### config.mk
export PLATFORM = sky130hd
export DESIGN_NAME = serial_negate_unit
export DESIGN_NICKNAME = d
export VERILOG_FILES = /design/src/rtl/serial_negate_unit.sv
export SDC_FILE = /design/constraint.sdc
export NUM_CORES = 1
export LEC_CHECK = 0
export ABC_CLOCK_PERIOD_IN_PS = 3100
export BUFFER_PORTS_ARGS = -buffer_cell sky130_fd_sc_hd__buf_2
export CAP_MARGIN = 0
export CORE_MARGIN = 3
export CORE_UTILIZATION = 52
export DETAILED_ROUTE_END_ITERATION = 10
export PLACE_DENSITY_LB_ADDON = 0.05
export SLEW_MARGIN = 20
export SYNTH_ARGS = -nofsm -noshare
export SYNTH_HDL_FRONTEND = slang
export SYNTH_SLANG_ARGS = --single-unit
### constraint.sdc
create_clock -name clk -period 3.1 [get_ports clk]
set_input_delay 0.465 -clock clk [delete_from_list [all_inputs] [get_ports clk]]
set_output_delay 0.465 -clock clk [all_outputs]
set_load 0.01 [all_outputs]
### src/rtl/serial_negate_unit.sv
// Bit-serial negation unit: two's or ones' complement of an operand, LSB first.
// Define SERIAL_NEGATE_OVF_EN to enable detection of the most-negative operand on ovf.
module serial_negate_unit #(
    parameter int WIDTH = 8
) (
    input  logic             clk,
    input  logic             rst_n,
    input  logic             start,
    input  logic             mode,
    input  logic [WIDTH-1:0] din,
    output logic             ready,
    output logic             busy,
    output logic             sout,
    output logic             sout_valid,
    output logic             done,
    output logic [WIDTH-1:0] dout,
    output logic             ovf
);

    localparam int CW = (WIDTH > 1) ? $clog2(WIDTH) : 1;

    typedef enum logic [1:0] {
        IDLE  = 2'd0,
        SHIFT = 2'd1,
        DONE  = 2'd2
    } state_e;

    state_e           state_q;
    logic [WIDTH-1:0] shreg_q;
    logic [WIDTH-1:0] dout_q;
    logic             carry_q;
    logic [CW-1:0]    count_q;

    logic             resultBit;
    logic             carry_d;
    logic [WIDTH-1:0] shreg_d;
    logic             lastBit;

    // Ones' complement is the same datapath with the initial carry forced to 0.
    always_comb begin
        resultBit = ~shreg_q[0] ^ carry_q;
        carry_d   = ~shreg_q[0] & carry_q;
        shreg_d   = {resultBit, shreg_q[WIDTH-1:1]};
        lastBit   = (count_q == CW'(WIDTH - 1));
    end

    always_ff @(posedge clk or negedge rst_n) begin
        if (!rst_n) begin
            state_q <= IDLE;
            shreg_q <= '0;
            carry_q <= 1'b0;
            count_q <= '0;
            dout_q  <= '0;
        end else begin
            case (state_q)
                IDLE: begin
                    if (start) begin
                        state_q <= SHIFT;
                        shreg_q <= din;
                        carry_q <= ~mode;
                        count_q <= '0;
                    end
                end
                SHIFT: begin
                    shreg_q <= shreg_d;
                    carry_q <= carry_d;
                    count_q <= count_q + CW'(1);
                    if (lastBit) begin
                        state_q <= DONE;
                        dout_q  <= shreg_d;
                    end
                end
                DONE: begin
                    state_q <= IDLE;
                end
                default: begin
                    state_q <= IDLE;
                end
            endcase
        end
    end

    assign ready      = (state_q == IDLE);
    assign busy       = (state_q == SHIFT);
    assign done       = (state_q == DONE);
    assign sout_valid = busy;
    assign sout       = busy & resultBit;
    assign dout       = dout_q;

`ifdef SERIAL_NEGATE_OVF_EN
    localparam logic [WIDTH-1:0] MinNeg = {1'b1, {(WIDTH-1){1'b0}}};

    logic modeHeld_q;
    logic ovf_q;

    // In two's-complement mode only the most-negative operand maps onto itself.
    always_ff @(posedge clk or negedge rst_n) begin
        if (!rst_n) begin
            modeHeld_q <= 1'b0;
            ovf_q      <= 1'b0;
        end else begin
            if (state_q == IDLE && start) begin
                modeHeld_q <= mode;
            end
            if (state_q == SHIFT && lastBit) begin
                ovf_q <= ~modeHeld_q & (shreg_d == MinNeg);
            end
        end
    end

    assign ovf = ovf_q;
`else
    assign ovf = 1'b0;
`endif

endmodule

==> results of run 1 <==
how the worst max path moves through the flow:
| stage | startpoint | end | slack (ns) | depth (start not counted) |
|---|---|---|---|---|
| 2_1_floorplan | state_q[1]$_DFFE_PN0P_ | sout | 1.68 | 4 |
| 3_3_place_gp | state_q[1]$_DFFE_PN0P_ | sout | 1.37 | 4 |
| 3_5_place_dp | state_q[1]$_DFFE_PN0P_ | sout | 1.35 | 4 |
| 4_1_cts | state_q[1]$_DFFE_PN0P_ | sout | 1.00 | 4 |
| 5_1_grt | state_q[1]$_DFFE_PN0P_ | sout | 0.87 | 4 |
| 6_report | state_q[1]$_DFFE_PN0P_ | sout | 0.98 | 4 |
synth_stat cells (3+ instances only):
master,instances,area [µm²]
a221o_1,3,30.0
nand2_1,4,15.0
dfrtp_1,22,551
mux2_4,8,120
o21ai_2,3,26.3
buf_4,3,22.5
inv_1,4,15.0
nand2b_1,4,25.0
ha_1,3,37.5
per-stage QoR:
stage / setup WS [ns] / total power [µW] / instances / area, µm²
floorplan: 1.68 / 942 / 85 / 1100
global placement: 1.37 / 1080 / 131 / 1220
detailed placement: 1.35 / 1090 / 131 / 1220
CTS: 1.00 / 1220 / 134 / 1240
global route: 0.870 / 1300 / 134 / 1240
finish: 0.978 / 1210 / 134 / 1240
kinds of logic after synthesis:
logic type / synth area share [%]
compound gates: 16.4
fa+ha+maj: 3.41
buf+inv: 5.57
flops: 50.1
mux: 10.9
other cells: 0.341
simple gates: 13.3
metal layers:
| layer | global-route usage [%] | wire [µm] |
|---|---|---|
| met5 | 0 | 0 |
| met3 | 2.87 | 97 |
| met1 | 22.8 | 951 |
| met4 | 6.55 | 12 |
| met2 | 25.1 | 901 |
final cells by class:
type	count	area (µm²)	area share (%)
Sequential cell	22	551	44.4
Multi-Input combinational cell	53	488	39.4
Timing Repair Buffer	24	120	9.70
Tap cell	27	33.8	2.73
Inverter	5	23.8	1.92
Clock buffer	3	22.5	1.82
flip-flops by register name, indices dropped and copies added, names as in the netlist:
signal	cells
shreg_q	8
carry_q	1
count_q	3
dout	8
state_q	2
power by group:
group          internal [µW]  switching (µW)  leakage [µW]
Clock                   45.3            82.3     0.0000138
Combinational            300             250      0.000348
Sequential               423             111      0.000256
==> impl_results.md, run 1 <==
* Status: finished, final reports clean
* Crit path max-delay cell type: dfrtp_1
* Leak at 0.000618 µW
* Max Clock Freq at 471 MHz
* Detailed Route WL at 1960 µm
* H-tree levels at 1
* Clk slew on worst S/H paths at 0.12 ns
* Antenna violations before repair at 0
* Leading register cell type out of synthesis: dfrtp_1
* Ys async rst share at 100%
* Post-Syn Nets at 100
* Fin crit share at 68.4%
* CP Class: reg -> out
* Wire length per cell at 14.6 µm
* # port buffers at 24
* Core Util, Final at 62.5%
* Critical path peak fanout at 19
* # nets final at 124
* GRT overflow at 0
* Slew headroom at 63.7%
* Fin Setup TNS at 0 ns
* VDD IR max at 0.576 mV
* Core area at 1980 µm²
* Hpwl dp at 1380 µm
* Critical Path RT at 2.63 ns
* Worst-path cell chain: nand2b_4 -> inv_6 -> and2_1 -> buf_2
* Root buffer cell: clkbuf_4
* Post-synth EDFFs at 0
* Most frequent cells in the layout: buf_2 (24), dfrtp_1 (22), mux2_4 (8)
* Post-Syn Area at 1100 µm²
* CTS tree: yes
* Fillers at 170
* CP peak stage delay at 0.71 ns
* Gr usage total at 16.4%
* Worst Tran Pin Value at 0.545 ns
* Number of global-route vias before repair at 703
* Final hold vios at 0
* Die Width at 52.0 µm
* Most common cell after layout, fill and taps aside: buf_2
* Routability cong. at 0.730
* Fin. max-slew vios at 0
* R2R Setup Slk at 1.50 ns
* Setup-failing EPs final at 0
* R2R Path Start: state_q[1]$_DFFE_PN0P_
* CP arrival at 1.66 ns
* IO Pins at 26
* Clk Latency, worst-skew pair at 0.30 ns
* Routed Antenna Nets at 0
* Starting Density at 55.5%
* R2r endpoint: dout[5]$_DFFE_PN0P_
* RSZ-0062 raised after global routing: false
* Die height at 52.0 µm
* Synth Register Bits at 22
* N_diodes at 0
* # resized after CTS at 0
* Row Count at 16
* Total CTS buffers at 3
* Vias/cell at 5.37
* Post-CTS Hold Fix Bufs at 0
* Synth unique cells at 33
* Class of the tightest hold or removal check: in -> async
* Startpoint types: flip-flop
* DR pass1 iterations at 4
* Yosys warning count at 0
* Syn Inst Count at 85
* DR iter-0 viols at 16
* First-pass GRT wire length at 3260 µm
* Clock Path Buffers at 2
* MaxCap Viol Count at 0
* Largest net degree at the start of global routing at 23
* Worst hold margin at 0.0969 ns
* Fin crit period at 2.12 ns
* Sequential area share after synthesis at 50.1%
* Buf/Inv on CP at 2
* Worst r2r path cells at 4
* Syn avg cell area at 12.9 µm²
* Clock Skew at 0.00677 ns
* CTS Sinks at 22
* Setup bufs post-CTS at 0
* Crit-path leading delay family: flip-flops
* Layout area overhead at 12.6%
* Share of cells above drive strength 1 at 44.9%
* DRC violations left at 0
* Area of the die at 2700 µm²
* Power Density at 978 nW/µm²
* Setup crit end kind: output pin
* Via count at 719
(Power assumes the default switching activity.)
==> inputs of run 2 (changes only) <==
- ABC_CLOCK_PERIOD_IN_PS: 3100 -> 1700
- CORE_UTILIZATION: 52 -> 47
- clock period: 3.1 -> 1.7 ns (I/O delays scaled with it)
==> run 2 against run 1 <==
Effect of this change:
- global-route usage is 0.62 points higher
- largest cell class unchanged
- clock-buffer cell count stayed put
- via count is 2.1% higher
- worst setup slack worse by 0.88 ns
- core utilization is 1.8 points lower
- worst hold slack better by 0.21 ns
- total power is 85% higher
- register-to-register slack worse by 1.2 ns
- combinational power is 91% higher
==> impl_results.md, run 2 (synthesis results as in run 1) <==
* Status: finished, final reports clean
* Critical Path RT at 1.44 ns
* CP Launch Point: shreg_q[0]$_DFFE_PN0P_
* Pre-CTS setup slack at 0.291 ns
* Die Width at 54.4 µm
* Area of the die at 2960 µm²
* Worst r2r path cells at 4
* Setup-failing EPs final at 0
* R2R Setup Slk at 0.28 ns
* Leak at 0.000632 µW
* Starting Density at 52.8%
* # resized after CTS at 0
* Core Util, Final at 60.7%
* Max Clock Freq at 626 MHz
* Total CTS buffers at 3
* Clk slew on worst S/H paths at 0.11 ns
* CTS tree: yes
* Core area at 2080 µm²
* Worst Hold Depth at 3
* Hpwl dp at 1530 µm
* Die height at 54.4 µm
* Via count at 734
* Fin crit share at 94.0%
* Worst hold margin at 0.305 ns
* CTS Sinks at 22
* Routability cong. at 0.700
* Vias/cell at 5.36
* Clock Path Buffers at 2
* Number of global-route vias before repair at 740
* Most common cell after layout, fill and taps aside: buf_2
* N_diodes at 0
* GRT overflow at 0
* Largest net degree at the start of global routing at 23
* Setup crit end kind: output pin
* Row Count at 16
* Fin Setup TNS at 0 ns
* R2R Path Start: count_q[0]$_DFFE_PN0P_
* Class of the tightest hold or removal check: in -> reg
* Hold path start: start
* Hold EP: shreg_q[4]$_DFFE_PN0P_
* DRC violations left at 0
* # nets final at 127
* Antenna violations before repair at 0
* Share of cells above drive strength 1 at 45.5%
* RSZ-0062 raised after global routing: false
* H-tree levels at 1
* DR pass1 iterations at 4
* First-pass GRT wire length at 3530 µm
* Critical path peak fanout at 3
* Layout area overhead at 14.9%
* Final hold vios at 0
* Detailed Route WL at 2070 µm
* MaxCap Viol Count at 0
* CP Class: reg -> out
* VDD IR max at 0.857 mV
* Root buffer cell: clkbuf_4
* Startpoint types: flip-flop
* Wire length per cell at 15.1 µm
* Clk Latency, worst-skew pair at 0.30 ns
* Fin crit period at 1.60 ns
* IO Pins at 26
* # port buffers at 24
* R2r endpoint: dout[4]$_DFFE_PN0P_
* Worst Setup Slack, final at 0.101 ns
* Gr usage total at 17.0%
* Most frequent cells in the layout: buf_2 (24), dfrtp_1 (22), mux2_4 (8)
* Power Density at 1770 nW/µm²
* DR iter-0 viols at 21
* Routed Antenna Nets at 0
* CP arrival at 1.34 ns
* Fin. max-slew vios at 0
* Setup bufs post-CTS at 0
* Clock Skew at 0.00261 ns
## run 2: area by class of cell
cell class	count	area, µm²
Fill cell	175	818
Sequential cell	22	551
Multi-Input combinational cell	53	488
Timing Repair Buffer	27	145
Tap cell	27	33.8
Inverter	5	23.8
Clock buffer	3	22.5
## run 2: where the power goes
group / total (µW) / switching [µW] / internal (µW)
Sequential: 955 / 183 / 771
Combinational: 1050 / 487 / 565
Clock: 228 / 145 / 82.6
Total: 2230 / 816 / 1420
## run 2: timing repair
item / in CTS / in global routing
hold endpoints to repair: 22 / 0
hold buffers: 1 / 0
setup endpoints to repair: 0 / 0
## run 2: worst max-delay path: stages (launching register included)
cell	delay [ns]
dfrtp_1	0.40
inv_1	0.05
ha_1	0.30
and2_1	0.15
buf_2	0.14
## run 2: layer usage
| layer | track usage [%] | up-vias | wire length (µm) |
|---|---|---|---|
| li1 | - | 355 | - |
| met1 | 23.3 | 349 | 941 |
| met2 | 26.7 | 25 | 966 |
| met3 | 2.45 | 5 | 120 |
| met4 | 7.47 | 0 | 38 |
| met5 | 0 | - | 0 |
## run 2: how the worst max path moves through the flow
stage,end,slack (ns),cells after the start
global placement,dout[7]$_DFFE_PN0P_,0.32,4
global route,sout,0.03,4
floorplan,dout[0]$_DFFE_PN0P_,0.36,4
finish,sout,0.10,4
detailed placement,dout[6]$_DFFE_PN0P_,0.29,4
CTS,sout,0.08,4
## run 2: metrics by stage
step / cells / area, µm² / power, µW
after CTS: 137 / 1260 / 2270
after detailed placement: 133 / 1230 / 2040
after floorplan: 85 / 1100 / 1720
final: 137 / 1260 / 2230
after global placement: 133 / 1230 / 2010
after global routing: 137 / 1260 / 2420
